==> src/rtl/sdram_arbit.sv <==
// SDRAM command arbiter: holds the bus for power-up init, then grants refresh ahead of
// write/read (round-robin between those two) and drives the granted bundle onto registered pins.
module sdram_arbit #(
  parameter int TIMEOUT = 255
) (
  input  logic        sclk,
  input  logic        srst_n,
  input  logic        init_end,
  input  logic [3:0]  init_cmd,
  input  logic [10:0] init_addr,
  input  logic [1:0]  init_ba,
  input  logic        aref_req,
  output logic        aref_en,
  output logic        aref_ack,
  input  logic        aref_done,
  input  logic [3:0]  aref_cmd,
  input  logic [10:0] aref_addr,
  input  logic [1:0]  aref_ba,
  input  logic [31:0] aref_data,
  input  logic        aref_oe_n,
  input  logic [3:0]  aref_dqm,
  input  logic        wr_req,
  output logic        wr_en,
  input  logic        wr_done,
  input  logic [3:0]  wr_cmd,
  input  logic [10:0] wr_addr,
  input  logic [1:0]  wr_ba,
  input  logic [31:0] wr_data,
  input  logic        wr_oe_n,
  input  logic [3:0]  wr_dqm,
  input  logic        rd_req,
  output logic        rd_en,
  input  logic        rd_done,
  input  logic [3:0]  rd_cmd,
  input  logic [10:0] rd_addr,
  input  logic [1:0]  rd_ba,
  input  logic [3:0]  rd_dqm,
  output logic [3:0]  sdram_cmd,
  output logic [10:0] sdram_addr,
  output logic [1:0]  sdram_ba,
  output logic [31:0] sdram_dq,
  output logic        sdram_oe_n,
  output logic [3:0]  sdram_dqm,
  output logic        err_timeout
);

  typedef enum logic [4:0] {
    ST_INIT  = 5'b00001,
    ST_ARBIT = 5'b00010,
    ST_AREF  = 5'b00100,
    ST_WRITE = 5'b01000,
    ST_READ  = 5'b10000
  } state_e;

  localparam logic [7:0] CNT_LAST = 8'(TIMEOUT - 1);

  state_e      state_q, state_d;
  logic        last_wr_q, last_wr_d;
  logic [7:0]  grant_cnt_q, grant_cnt_d;
  logic        err_q, err_d;
  logic        grant_st, grant_done;

  logic [3:0]  cmd_q, cmd_d;
  logic [10:0] addr_q, addr_d;
  logic [1:0]  ba_q, ba_d;
  logic [31:0] dq_q, dq_d;
  logic        oe_n_q, oe_n_d;
  logic [3:0]  dqm_q, dqm_d;

  assign grant_st   = (state_q == ST_AREF) || (state_q == ST_WRITE) || (state_q == ST_READ);
  assign grant_done = ((state_q == ST_AREF)  && aref_done) ||
                      ((state_q == ST_WRITE) && wr_done)   ||
                      ((state_q == ST_READ)  && rd_done);

  always_comb begin
    state_d = state_q;
    err_d   = 1'b0;
    case (state_q)
      ST_INIT:  if (init_end) state_d = ST_ARBIT;
      ST_ARBIT: begin
        if (aref_req)                state_d = ST_AREF;
        else if (wr_req && rd_req)   state_d = last_wr_q ? ST_READ : ST_WRITE;
        else if (wr_req)             state_d = ST_WRITE;
        else if (rd_req)             state_d = ST_READ;
      end
      ST_AREF, ST_WRITE, ST_READ: begin
        // A done in the expiry cycle is a normal release, not a timeout
        if (grant_done) begin
          state_d = ST_ARBIT;
        end else if (grant_cnt_q == CNT_LAST) begin
          state_d = ST_ARBIT;
          err_d   = 1'b1;
        end
      end
      default:  state_d = ST_INIT;
    endcase
  end

  always_comb begin
    grant_cnt_d = grant_cnt_q;
    if (state_d != state_q) grant_cnt_d = '0;
    else if (grant_st)      grant_cnt_d = grant_cnt_q + 8'd1;

    last_wr_d = last_wr_q;
    if (state_d == ST_WRITE && state_q != ST_WRITE)     last_wr_d = 1'b1;
    else if (state_d == ST_READ && state_q != ST_READ)  last_wr_d = 1'b0;
  end

  // Pin source mux; ARBIT (and any unexpected state) emits a NOP
  always_comb begin
    cmd_d  = 4'b0111;
    addr_d = '0;
    ba_d   = '0;
    dq_d   = '0;
    oe_n_d = 1'b1;
    dqm_d  = 4'hF;
    case (state_q)
      ST_INIT: begin
        cmd_d  = init_cmd;
        addr_d = init_addr;
        ba_d   = init_ba;
        dqm_d  = 4'h0;
      end
      ST_AREF: begin
        cmd_d  = aref_cmd;
        addr_d = aref_addr;
        ba_d   = aref_ba;
        dq_d   = aref_data;
        oe_n_d = aref_oe_n;
        dqm_d  = aref_dqm;
      end
      ST_WRITE: begin
        cmd_d  = wr_cmd;
        addr_d = wr_addr;
        ba_d   = wr_ba;
        dq_d   = wr_data;
        oe_n_d = wr_oe_n;
        dqm_d  = wr_dqm;
      end
      ST_READ: begin
        cmd_d  = rd_cmd;
        addr_d = rd_addr;
        ba_d   = rd_ba;
        dqm_d  = rd_dqm;
      end
      default: ;
    endcase
  end

  always_ff @(posedge sclk or negedge srst_n) begin
    if (!srst_n) begin
      state_q     <= ST_INIT;
      last_wr_q   <= 1'b0;
      grant_cnt_q <= '0;
      err_q       <= 1'b0;
      cmd_q       <= 4'b1111;
      addr_q      <= '0;
      ba_q        <= '0;
      dq_q        <= '0;
      oe_n_q      <= 1'b1;
      dqm_q       <= 4'hF;
    end else begin
      state_q     <= state_d;
      last_wr_q   <= last_wr_d;
      grant_cnt_q <= grant_cnt_d;
      err_q       <= err_d;
      cmd_q       <= cmd_d;
      addr_q      <= addr_d;
      ba_q        <= ba_d;
      dq_q        <= dq_d;
      oe_n_q      <= oe_n_d;
      dqm_q       <= dqm_d;
    end
  end

  assign aref_en     = (state_q == ST_AREF);
  assign aref_ack    = (state_q == ST_AREF);
  assign wr_en       = (state_q == ST_WRITE);
  assign rd_en       = (state_q == ST_READ);
  assign err_timeout = err_q;

  assign sdram_cmd   = cmd_q;
  assign sdram_addr  = addr_q;
  assign sdram_ba    = ba_q;
  assign sdram_dq    = dq_q;
  assign sdram_oe_n  = oe_n_q;
  assign sdram_dqm   = dqm_q;

endmodule

==> config.mk <==
export PLATFORM = sky130hd
export DESIGN_NAME = sdram_arbit
export DESIGN_NICKNAME = d
export VERILOG_FILES = /design/src/rtl/sdram_arbit.sv
export SDC_FILE = /design/constraint.sdc
export NUM_CORES = 1
export LEC_CHECK = 0
export ABC_AREA = 1
export CORE_MARGIN = 5
export CORE_UTILIZATION = 37
export CTS_BUF_LIST = sky130_fd_sc_hd__clkbuf_2
export CTS_CLUSTER_SIZE = 20
export DETAILED_ROUTE_END_ITERATION = 16
export PLACE_DENSITY = 0.82
export SLEW_MARGIN = 20
export SYNTH_ARGS = -nofsm -noshare
export SYNTH_HDL_FRONTEND = slang
export SYNTH_SLANG_ARGS = --single-unit
==> constraint.sdc <==
create_clock -name sclk -period 1.65 [get_ports sclk]
set_input_delay 0.33 -clock sclk [delete_from_list [all_inputs] [get_ports sclk]]
set_output_delay 0.33 -clock sclk [all_outputs]
set_load 0.02 [all_outputs]
* Word level (Yosys, flattened, before mapping) *
Index checks and enable logic that the tools add are counted.

word-level totals
  bits in read-only memories = 0
  output and inout bits = 59
  RAM bits = 0
  latch bits = 0
  bits in registers = 69
  memories kept = 0
  input port bits = 155
  logic and storage cells = 57

cells by class
  bitwise logic cells = 0
  add/sub/neg operators = 1
  shifts and indexed selects = 0
  eq/ne operators = 11
  div/mod/pow operators = 0
  multiplexer cells = 22
  order comparisons = 0
  reduce and logical (&&, ||, !) cells = 13
  $mul = 0

operator list
  kind                                                    count
  case mux 32 bit (2 select lines)                        1
  case mux 11 bit (4 select lines)                        1
  2-to-1 mux 5 bit                                        8
  case mux 4 bit (4 select lines)                         2
  2-to-1 mux 8 bit                                        2
  case mux 5 bit (3 select lines)                         1
  equality test 5 x 4 -> 1 bit (second input constant)    2
  equality test 5 bit (second input constant)             2
  adder 8 x 1 -> 8 bit (second input constant)            1
  equality test 8 bit (second input constant)             1
  case mux 2 bit (4 select lines)                         1
  logical AND 1 bit                                       6
  equality test 5 x 1 -> 1 bit (second input constant)    1
  equality test 5 x 2 -> 1 bit (second input constant)    1
  equality test 5 x 3 -> 1 bit (second input constant)    1
  2-to-1 mux 1 bit                                        5
  inequality test 5 x 4 -> 1 bit (second input constant)  1
  inequality test 5 bit                                   1
  inequality test 5 bit (second input constant)           1
  logical OR 1 bit                                        4
  nonzero test 2 bit                                      2
  OR reduction 3 bit                                      1
  case mux 1 bit (2 select lines)                         1

* Longest topological paths before layout *
Gate-level depths: netlist of run 1.

  depth after elaboration = 10
  mapped depth = 9
  gate-level depth less buffers = 8

* Worst setup path before layout of run 1 *
Ideal clock, no wire load.

  kind = register to output
  start point = register state_q[1]
  end point = output aref_en
  stages on the path, launching flop included = 7
  path slack = 110 ps
  required time = 1320 ps
  arrival = 1210 ps
  path buffers = 3
  cell sequence = dfrtp_1 -> nor2_4 -> nand3_2 -> inv_2 -> buf_6 -> buf_6 -> buf_4

on the way
  longest elaborated chain between the ends = 1

ends and longest elaborated chain
  item                          line  source
  start: declaration            57    state_e state_q, state_d;
  start signal: assignment      163   state_q <= state_d;
  equality test 5 x 3 -> 1 bit  --
  end: declaration              13    output logic aref_en,

No other way between the ends.

* Final worst setup path of run 1 *
  start point = register state_q[2]
  end point = register state_q[3]

on the way
  longest elaborated chain between the ends = 6
  elaborated cells between the ends (all ways) = 13
  classes of those cells = eq/ne: 5; mux: 2; reduce/logical: 6

ends and longest elaborated chain
  item                                                                          line        source
  equality test 5 x 3 -> 1 bit or equality test 5 x 4 -> 1 bit (tied branches)  71, 78, 72
  logical AND 1 bit, on equally long branches                                   71, 72
  logical OR 1 bit                                                              71          assign grant_done = ((state_q == ST_AREF) && aref_done) ||
  logical OR 1 bit                                                              72          ((state_q == ST_WRITE) && wr_done) ||
  2-to-1 mux 5 bit                                                              88          if (grant_done) begin
  case mux 5 bit (3 select lines) (*)                                           78          case (state_q)
  via state_d[3]                                                                57

Mark *: on every way through the listed nets, which the timed path passes. The rest lies on a longest branch.
A chain may end at the register's enable or synchronous reset.

==> flow_summary_export.csv, run 1 <==
group,metric,value,unit
status,outcome,"finished with violations",
status,violations,"setup timing",
yosys,postSynthAreaPerCell,9.52,um2
floorplan,dieArea,10700,um2
timing,clock_skew,0.0303,ns
yosys,synth_area_leaders,"dfrtp_1 46%, nand2_1 13%, a22o_1 8.7%",
timing,drv_slew,0,
cts,root_buffer,"clkbuf_2",
drt,initialDrtViolationCount,174,
yosys,synth_common_cells,"114 x nand2_1, 59 x dfrtp_1, 32 x a22o_1",
layout,fin_cells,688,
critical_path,r2r_start,"state_q[2]$_DFF_PN0_",
global_routing,track_usage,20.1,%
power,max-vdd-ir-drop,0.454,mV
yosys,ys_seq_area_share,53.9,%
floorplan,rows,34,
yosys,yosysMostFrequentCell,"nand2_1",
power,leakage,2.74,nW
global_routing,grt_pass1_vias,3413,
yosys,yosysTopAreaCell,"dfrtp_1",
placement,routabilityCongestion,0.882,
placement,placed_area,5500,um2
cts,clk_pin_slew,0.20,ns
timing,setup_violations,15,
critical_path,cpPeakStageDelay,0.49,ns
timing,fmax,0.567,GHz
drt,routed_wirelength,11000,um
global_routing,overflow,0,
placement,dp_hpwl,8470,um
global_routing,grt_max_degree,70,
critical_path,critical_path_class,"flip-flop to flip-flop",
critical_path,r2r-end,"state_q[3]$_DFF_PN0_",
layout,area_growth,74.8,%
global_routing,antenna_found_initial,0,
cts,clock-sinks,69,
timing,final_hold_viol_count,0,
timing,fin_setup_tns,-1.22,ns
cts,cts.htree.levels,3,
cts,clockBufferDepth,2,
cts,numCtsBuffers,9,
drt,ant_nets,0,
timing,setup_ws,-0.114,ns
placement,port_buffers,213,
critical_path,cp_slowest_cell,"dfrtp_2",
yosys,ys_types,30,
layout,nets,732,
yosys,synth_edf_count,0,
layout,seq_area,1740,um2
floorplan,core,8590,um2
layout,fin_util,65.6,%
floorplan,fp.dieW,103,um
drt,post_drt_via_cell_ratio,4.93,
global_routing,grt_pass1_wl,16400,um
job,cap_violations,0,
cts,cts_tree,"built",
critical_path,cp-end-kind,"flip-flop",
critical_path,required,2.04,ns
layout,multiInputGateArea,1280,um2
worst_hold_path,hold_path_depth,3,
critical_path,worstPathArrival,2.15,ns
timing,tightest_slew,0.578,ns
timing,min_period_over_period,107,%
yosys,synth_top_area_share,45.8,%
drt,post_drt_wl_per_cell,16.0,um
floorplan,start_util,37.5,%
timing,maxSlewHeadroom,61.4,%
layout,fin_area,5640,um2
yosys,postSynthCellCount,339,
drt,route.detailed.drc,0,
drt,first_pass_iters,4,
yosys,synth_ff_type,"dfrtp_1",
drt,via_count,3393,
critical_path,start_kind,"flip-flop",
layout,n_antenna_cell,0,
critical_path,path_cells,"nor2_2 -> buf_4 -> buf_6 -> buf_6 -> nand4_1 -> buf_4 -> inv_1 -> o311ai_0 -> o21ai_1",
critical_path,crit_fanout,4,
yosys,synthArstFlopShare,100,%
yosys,ys.warnings.count,0,
worst_hold_path,hold_path.class,"primary input to flip-flop",
critical_path,reg2regPathDepth,9,
placement,place_inst,661,
timing,min_period,1.76,ns
yosys,synth_nets,496,
power,pwr_density_cell,976,nW/um2
critical_path,r2r_slack,-0.11,ns
floorplan,ios,214,
timing,rsz0062_at_grt,"yes",
worst_hold_path,min-delay-start,"wr_dqm[2]",
cts,clk_latency,0.45,ns
layout,fillers,691,
layout,drive_gt1_share,15.7,%
worst_hold_path,holdPathEnd,"sdram_dqm[2]$_DFF_PN1_",
floorplan,die_h,103,um
yosys,ys_ff_latch,69,
yosys,syn_area,3230,um2
==> critical path: cells and delay by family, from the launching register on <==
kind                   cells  cell delay [ns]
buffers and inverters      5             0.57
flip-flops                 1             0.49
AND/OR/NAND/NOR            2             0.34
AO/OA/AOI/OAI              2             0.30
==> logic make-up after synthesis <==
kind of cell             after synthesis  synth area share [%]
AO/OA/AOI/OAI                         44                  11.0
XOR/XNOR                               5                  1.36
adder cells (fa/ha/maj)                2                 0.776
buffers and inverters                 41                  7.10
flip-flops                            69                  53.9
AND/OR/NAND/NOR                      178                  25.8
==> state kept, by name (all words and copies together), names as in the netlist <==
register     flops
sdram_dq        32
sdram_cmd        4
grant_cnt_q      8
last_wr_q        1
sdram_ba         2
sdram_oe_n       1
state_q          5
err_timeout      1
sdram_dqm        4
sdram_addr      11
==> metrics by stage <==
step | hold slack (ns) | setup WS, ns | power, mW
floorplan | 0.0344 | 0.110 | 3.32
CTS | 0.346 | -0.195 | 5.53
detailed placement | 0.381 | -0.161 | 4.68
global route | 0.344 | -0.252 | 5.87
finish | 0.405 | -0.114 | 5.50
global placement | 0.377 | -0.129 | 4.63
==> worst max path at each step <==
| stage | startpoint | to | slack, ns |
|---|---|---|---|
| floorplan | state_q[1]$_DFF_PN0_ | aref_en | 0.11 |
| global placement | state_q[1]$_DFF_PN0_ | rd_en | -0.13 |
| detailed placement | state_q[3]$_DFF_PN0_ | rd_en | -0.16 |
| CTS | state_q[3]$_DFF_PN0_ | wr_en | -0.20 |
| global route | state_q[1]$_DFF_PN0_ | wr_en | -0.25 |
| finish | state_q[2]$_DFF_PN0_ | state_q[3]$_DFF_PN0_ | -0.11 |
==> cell type report <==
cell class	instances	area share [%]
multi-input combinational	229	22.6
tap	108	2.40
sequential	69	30.9
clock inverter	7	1.15
timing repair buffer	241	40.4
inverter	25	1.71
clock buffer	9	0.799
==> power breakdown <==
group	switching, mW	total, mW	internal (mW)
clock network	0.586	0.926	0.340
registers	0.106	2.19	2.09
logic	1.32	2.38	1.07
==> what timing repair did <==
action	CTS	global route
setup buffers	8	3
pin swaps	15	2
resized for setup	111	8
setup endpoints to repair	104	72
hold endpoints to repair	59	0
hold buffers	1	0
==> placed cells by master, fill, tap and decap left out, types with 2 or more instances in the layout <==
cell and instances:
clkdlybuf4s50_1 153, nand2_1 114, dfrtp_1 57, dlygate4sd2_1 46, a22o_1 32, nand4_1 26
buf_4 22, inv_1 18, nand3_1 12, dfstp_2 10, clkbuf_2 9, buf_2 9
nor2_1 8, buf_6 7, inv_2 6, nor2_2 5, nand3_2 5, xor2_1 5
nor2_4 4, o21ai_0 3, clkinv_1 3, o22ai_1 2, ha_1 2, clkinvlp_4 2
dfrtp_2 2
==> layer usage <==
metal	GRT usage (%)	wire length, um	vias to the layer above
li1	-	-	1613
met1	23.7	4140	1586
met2	33.9	5420	183
met3	7.91	1320	11
met4	5.78	131	0
met5	0	0	-
(Power assumes the default switching activity.)
==> run 2: changes to the inputs <==
--- a/config.mk
+++ b/config.mk
@@ -11,7 +11,7 @@
 export CTS_BUF_LIST = sky130_fd_sc_hd__clkbuf_2
 export CTS_CLUSTER_SIZE = 20
 export DETAILED_ROUTE_END_ITERATION = 16
-export PLACE_DENSITY = 0.82
+export PLACE_DENSITY = 0.92
 export SLEW_MARGIN = 20
 export SYNTH_ARGS = -nofsm -noshare
 export SYNTH_HDL_FRONTEND = slang
==> constraint.sdc (replaced) <==
create_clock -name sclk -period 1.8 [get_ports sclk]
set_input_delay 0.36 -clock sclk [delete_from_list [all_inputs] [get_ports sclk]]
set_output_delay 0.36 -clock sclk [all_outputs]
set_load 0.02 [all_outputs]
==> flow_summary_export.csv, run 2 (synthesized netlist as in run 1, its figures left out) <==
group,metric,value,unit
drt,ant_nets,0,
cts,numCtsBuffers,9,
critical_path,start_kind,"flip-flop",
drt,post_drt_wl_per_cell,16.5,um
cts,clk_latency,0.46,ns
timing,rsz0062_at_grt,"yes",
layout,area_growth,75.1,%
layout,fillers,686,
timing,clock_skew,0.0313,ns
layout,final_common_cell,"clkdlybuf4s50_1",
floorplan,die_h,103,um
drt,via_count,3398,
critical_path,cp.depth,5,
critical_path,required,1.44,ns
placement,port_buffers,213,
drt,routed_wirelength,11300,um
floorplan,core,8590,um2
critical_path,cpMostUsedCell,"buf_6",
critical_path,critical_path_class,"flip-flop to primary output",
power,leakage,2.74,nW
timing,tightest_slew,0.459,ns
global_routing,antenna_found_initial,0,
layout,largest_reg_flops,32,
timing,min_period,1.84,ns
status,outcome,"finished with violations",
timing,fmax,0.545,GHz
layout,nets,728,
global_routing,overflow,0,
job,cap_violations,0,
timing,fin_hold_ws,0.355,ns
layout,fin_area,5650,um2
layout,n_antenna_cell,0,
floorplan,fp.dieW,103,um
drt,first_pass_iters,4,
status,violations,"setup timing",
critical_path,cpPeakStageDelay,0.45,ns
drt,post_drt_via_cell_ratio,4.97,
critical_path,crit_fanout,4,
global_routing,grt_max_degree,56,
global_routing,grt_pass1_vias,3576,
cts,root_buffer,"clkbuf_2",
layout,final_cell_mix,"153 x clkdlybuf4s50_1, 114 x nand2_1, 58 x dfrtp_1, 48 x dlygate4sd2_1, 32 x a22o_1",
drt,route.detailed.drc,0,
timing,final_hold_viol_count,0,
global_routing,track_usage,21.0,%
floorplan,dieArea,10700,um2
timing,setup_violations,4,
critical_path,cp-end-kind,"primary output",
cts,clk_pin_slew,0.20,ns
critical_path,reg2regPathDepth,10,
layout,fin_util,65.7,%
floorplan,start_util,37.5,%
critical_path,path_cells,"buf_6 -> nor2_4 -> nand3_2 -> inv_4 -> buf_6",
placement,placed_area,5480,um2
timing,drv_slew,0,
timing,min_period_over_period,102,%
global_routing,grt_pass1_wl,17000,um
floorplan,rows,34,
timing,setup_ws,-0.0351,ns
power,max-vdd-ir-drop,0.524,mV
floorplan,ios,214,
cts,cts.htree.levels,3,
timing,maxSlewHeadroom,69.4,%
cts,cts_tree,"built",
critical_path,cp_slowest_cell,"dfrtp_1",
power,pwr_density_cell,897,nW/um2
cts,clock-sinks,69,
placement,dp_hpwl,8930,um
worst_hold_path,hold_path.class,"primary input to async pin",
placement,routabilityCongestion,0.888,
layout,drive_gt1_share,13.2,%
critical_path,cp_top_family,"flip-flops",
critical_path,worstPathArrival,1.48,ns
cts,clockBufferDepth,2,
critical_path,path_buf_inv,3,
drt,initialDrtViolationCount,166,
[run 2: cell count changes in the layout (fill, tap and decap cells not counted), moves of 2 or more]
cell / delta
clkinvlp_4: -2
dlygate4sd2_1: +2
nor2_4: +2
nor2_2: -2
clkdlybuf4s15_1: +6
clkbuf_2: +2
clkinv_2: +2
buf_2: -9
[run 2: metrics by stage]
step	std cells	setup TNS (ns)	total power [mW]	setup WS, ns
final	684	-0.0858	5.07	-0.0351
after CTS	679	-0.342	5.09	-0.132
after global routing	684	-0.578	5.38	-0.153
after floorplan	339	0	3.05	0.230
after detailed placement	659	-0.0410	4.27	-0.0367
after global placement	659	-0.00971	4.20	-0.00971
[run 2: repair_timing]
item | CTS | global route
hold endpoints to repair | 25 | 0
setup endpoints to repair | 59 | 14
resized for setup | 86 | 10
pin swaps | 1 | 1
hold buffers | 1 | 0
buffers inserted | 3 | 5
[run 2: final timing paths]
path,endpoint,slack (ns),start
max in group asynchronous,sdram_dqm[2]$_DFF_PN1_,0.88,srst_n
worst min-delay path,sdram_dq[1]$_DFF_PN0_,0.35,srst_n
worst min register to register,grant_cnt_q[7]$_DFFE_PN0P_,0.56,grant_cnt_q[7]$_DFFE_PN0P_
min in group sclk,sdram_cmd[3]$_DFF_PN1_,0.42,init_cmd[3]
worst max register to register,grant_cnt_q[5]$_DFFE_PN0P_,0.11,state_q[3]$_DFF_PN0_
worst max-delay path,aref_en,-0.04,state_q[3]$_DFF_PN0_
[run 2: final cells by class]
type,count,area (um2),share of cell area [%]
clock inverter,6,77.6,1.37
multi-input combinational,229,1270,22.5
timing repair buffer,237,2270,40.2
inverter,25,98.8,1.75
tap,108,135,2.39
sequential,69,1740,30.8
clock buffer,10,50.0,0.886
[run 2: worst register-to-register path, delay by kind of cell (launching register included)]
family | cells | cell delay [ns]
flops | 1 | 0.45
simple gates | 7 | 0.74
buf+inv | 3 | 0.42
[run 2: layer usage]
| metal | GRT usage, % | share of wire (%) | routed length [um] | up-vias |
|---|---|---|---|---|
| met5 | 0 | 0 | 0 | - |
| met4 | 9.16 | 2.7 | 300 | 0 |
| met3 | 8.05 | 13 | 1430 | 24 |
| met2 | 35.3 | 48 | 5480 | 200 |
| met1 | 23.7 | 36 | 4090 | 1567 |
| li1 | - | - | - | 1607 |
[run 2: report_power, final]
group	total (mW)	switching, mW	internal, mW
registers	2.02	0.106	1.91
clock network	0.978	0.524	0.454
logic	2.07	1.18	0.887
==> variant 1: new RTL, settings of run 1 <==
Re-encode `state_e` (5 states) as binary, 3 bits wide.
--- a/src/rtl/sdram_arbit.sv
+++ b/src/rtl/sdram_arbit.sv
@@ -44,12 +44,12 @@
   output logic        err_timeout
 );
 
-  typedef enum logic [4:0] {
-    ST_INIT  = 5'b00001,
-    ST_ARBIT = 5'b00010,
-    ST_AREF  = 5'b00100,
-    ST_WRITE = 5'b01000,
-    ST_READ  = 5'b10000
+  typedef enum logic [2:0] {
+    ST_INIT  = 3'd0,
+    ST_ARBIT = 3'd1,
+    ST_AREF  = 3'd2,
+    ST_WRITE = 3'd3,
+    ST_READ  = 3'd4
   } state_e;
 
   localparam logic [7:0] CNT_LAST = 8'(TIMEOUT - 1);
Formal check against the unedited RTL: same outputs for any inputs over 10 cycles, from zero or initial values and one cycle with srst_n low; not proved beyond that.
==> variant 1 against run 1 <==
- the run still ends with negative setup slack left
- fmax is 0.16% lower
- setup slack got worse by 0.0029 ns
- count of clock-buffer cells in the layout is the same
- design area down 1.4%
- die area decreased by 6.0%
- sequential cell count is 2 lower
- area after synthesis down 6.6%
- via count is 5.5% lower
- sequential share of layout area shrank 0.52 points
- synthesized cell count is 11% lower
- wire length rose by 4.2%
- critical endpoint is now wr_en
Power is not compared: it rests on default switching activity, and its combinational part moved more than twofold at a synthesized area within 25%.
==> variant 1: results (changes against run 1) <==
final setup fails: 11 (-4)
Commonest cells post-synth: 92 x nand2_1, 58 x dfrtp_1, 34 x a22o_1
met2 usage: 0.3965 (+0.05732)
GR met1 Demand/Resource: 0.2480 (+0.01130)
WL final: 11.48 mm (+4.2%)
Worst-Margin Slew: 0.4825 ns (-0.09596 ns)
Layout Skew: 0.02529 ns (-0.004975 ns)
Fillers: 620 (-10%)
GPL Wtd Cong: 0.8923 (+1.2%)
final setup margin: -0.1164 ns (-0.002870 ns)
first-pass GRT wire length: 17.28 mm (+5.3%)
wire length on met3: 957 um (-28%)
Detail Placement HPWL: 8.785 mm (+3.7%)
Critical Path AT: 1.44 ns (-0.71 ns)
gr usage total: 0.2218 (+0.02104)
Compound-Gate Fraction of Synth Area: 0.1338 (+0.02361)
distinct cell type count after synthesis: 32 (+6.7%)
critical path capture point: wr_en
Synth area leaders: dfrtp_1 48%, nand2_1 11%, a22o_1 9.9%
number of non-clock buffers in the layout: 246 (+2.1%)
xor/xnor share of the synthesized area: 0.02036 (+0.006781)
status: finished with violations
setup TNS: -0.5394 ns (+0.6844 ns)
multi-input combinational area share: 0.2318 (+0.005512)
Iter 0 DRT Violations: 120 (-31%)
DP Worst Slack: -0.1440 ns (+0.01745 ns)
FFs & Latches: 67 (-2.9%)
vias in the first global route: 3363 (-1.5%)
Multi-input comb cells: 205 (-10%)
worst r2r dst: grant_cnt_q[3]
Via-to-Cell Ratio: 4.902 (-0.60%)
Setup crit start: state_q[1]
crit path max fanout: 3 (-1)
Adder-Cell Fraction of Synth Area: 0.008309 (+0.0005511)
later-pin clock latency in the skew report: 0.50 ns (+0.05 ns)
clk cell area share: 0.02273 (+0.003207)
delay-heaviest family, CP: flip-flops
DR WL met2: 6.027 mm (+11%)
final net count: 701 (-4.2%)
Max stage delay on crit path: 0.44 ns (-0.05 ns)
Hold Crit Endpoint: sdram_dqm[3]
failing checks: negative setup slack
met3 GRT Util: 0.06949 (-0.009649)
-- variant 1: cell count changes after synthesis, moves of 4 or more --
cell,delta
nand2_1,-22
inv_1,-11
buf_4,-5
buf_6,-5
clkbuf_1,+5
nand3_1,-5
buf_2,+4
nor2_2,+4
-- variant 1: repair_timing --
| item | in CTS | in global routing |
|---|---|---|
| gates cloned | 0 | 0 |
| setup endpoints to repair | 60 | 29 |
| resized for setup | 112 | 55 |
| pin swaps | 3 | 15 |
| endpoints found under the hold margin | 58 | 0 |
| buffers inserted | 5 | 8 |
| hold buffers | 1 | 0 |
-- variant 1: through the flow --
stage	hold slack [ns]	area (um^2)	std cells
5_1_grt	0.3025	5559	654
6_report	0.3424	5559	654
2_1_floorplan	0.03441	3012	302
4_1_cts	0.3093	5451	649
3_5_place_dp	0.3765	5358	627
3_3_place_gp	0.3666	5358	627
==> variant 2: new RTL, flow settings as in run 1 <==
Made on the original files. The parameter `TIMEOUT` goes from 255 to 127.
--- a/src/rtl/sdram_arbit.sv
+++ b/src/rtl/sdram_arbit.sv
@@ -1,7 +1,7 @@
 // SDRAM command arbiter: holds the bus for power-up init, then grants refresh ahead of
 // write/read (round-robin between those two) and drives the granted bundle onto registered pins.
 module sdram_arbit #(
-  parameter int TIMEOUT = 255
+  parameter int TIMEOUT = 127
 ) (
   input  logic        sclk,
   input  logic        srst_n,
Behaviour: no difference found for any inputs over 10 cycles, from zero or initial values and one cycle with srst_n low; that may be too few to reach the edited logic, so the function may still have changed.
==> variant 2 against run 1 <==
- the run still ends with negative setup slack left
- area after synthesis shrank 1.6%
- power shrank 3.1%
- critical endpoint is now state_q[4]
- design area is 0.22% higher
- sequential cell count did not move
- wire length rose by 10%
- setup slack worse by 0.064 ns
- critical path type unchanged
- global-route usage is 1.7 points higher
==> variant 2: results (changes against run 1) <==
status: finished with violations
failing checks: negative setup slack
xor/xnor share of the synthesized area: 0.01380 (+0.0002248)
Mean Syn Cell Area: 9.332 um^2 (-1.9%)
M1 wire length: 4.255 mm (+2.8%)
post-synthesis sequential area ratio: 0.5481 (+0.008930)
Commonest cells post-synth: 115 x nand2_1, 59 x dfrtp_1, 32 x a22o_1
Critical Path AT: 2.23 ns (+0.08 ns)
Leakage Power: 2.740 nW (+0.18%)
layout cells sized above 1: 0.1537 (-0.003183)
final net count: 731 (-0.14%)
worst min path class: input port to async pin
final setup fails: 15 (unchanged)
syn nets: 497 (+0.20%)
distinct cell type count after synthesis: 28 (-6.7%)
Layout Skew: 0.02527 ns (-0.004994 ns)
DR WL met2: 6.277 mm (+16%)
Int Power: 3.308 mW (-5.3%)
Slew headroom: 0.7581 (+0.1437)
later-pin clock latency in the skew report: 0.49 ns (+0.04 ns)
gr usage total: 0.2175 (+0.01669)
final setup margin: -0.1776 ns (-0.06411 ns)
Worst-path clk slew: 0.18 ns (-0.02 ns)
non-filler cells, final: 684 (-0.58%)
wire length on met3: 1.148 mm (-13%)
wire length per cell: 17.71 um (+11%)
placed cells: 657 (-0.61%)
Compound-Gate Fraction of Synth Area: 0.1120 (+0.001824)
Detail Placement HPWL: 8.872 mm (+4.7%)
variant 2: power groups by stage:
stage                     logic [mW]  clock network, mW  registers, mW
after floorplan                0.647                  0           2.60
after global placement          2.35                  0           2.22
after detailed placement        2.38                  0           2.24
after CTS                       2.25              0.805           2.20
after global routing            2.52              0.871           2.24
final                           2.34              0.785           2.21
variant 2: layout make-up:
type	instances	area, um^2	area share
Inverter	25	97.59	0.01727
Clock inverter	5	27.53	0.004870
Tap cell	105	131.4	0.02325
Sequential cell	69	1740	0.3079
Clock buffer	11	55.05	0.009741
Multi-Input combinational cell	230	1304	0.2307
Timing Repair Buffer	239	2296	0.4062
variant 2: logic make-up (layout without fill, tap and decap cells):
logic type	count (synthesis)	count (layout)
AO/OA/AOI/OAI	44	44
AND/OR/NAND/NOR	179	179
flip-flops	69	69
XOR/XNOR	5	5
adder cells (fa/ha/maj)	2	2
buffers and inverters	41	280
variant 2: worst max-delay path, cell delays in order (launching register included):
cell	delay, ns
dfrtp_1	0.44
buf_4	0.16
nor2_4	0.09
buf_4	0.11
buf_4	0.09
buf_4	0.12
nand4_1	0.18
buf_4	0.21
nor3_4	0.19
o21bai_1	0.16
variant 2: final timing paths:
check	start	to	slack (ns)	cells after the start
worst max-delay path	state_q[3]	state_q[4]	-0.18	9
worst max register to register	state_q[3]	state_q[4]	-0.18	9
worst min register to register	grant_cnt_q[6]	grant_cnt_q[6]	0.55	2
max in group asynchronous	srst_n	state_q[0]	0.94	3
min in group sclk	aref_dqm[1]	sdram_dqm[1]	0.38	3
worst min-delay path	srst_n	err_timeout	0.38	3
variant 2: per-stage QoR:
stage,cell area (um^2),setup slack [ns]
final,5652,-0.1776
after global routing,5652,-0.2450
after CTS,5534,-0.2176
after detailed placement,5444,-0.09666
after global placement,5444,-0.07792
after floorplan,3173,0.07644
variant 2: timing repair:
| action | 4_1_cts | 5_1_grt |
|---|---|---|
| pin swaps | 4 | 6 |
| setup endpoints to repair | 73 | 72 |
| resized for setup | 116 | 25 |
| hold buffers | 1 | 0 |
| gates cloned | 0 | 1 |
| hold endpoints to repair | 59 | 0 |
| buffers inserted | 7 | 4 |
variant 2: layer usage:
layer	track usage	vias up
li1	-	1613
met1	0.2370	1605
met2	0.3923	167
met3	0.05210	31
met4	0.1090	0
met5	0	-
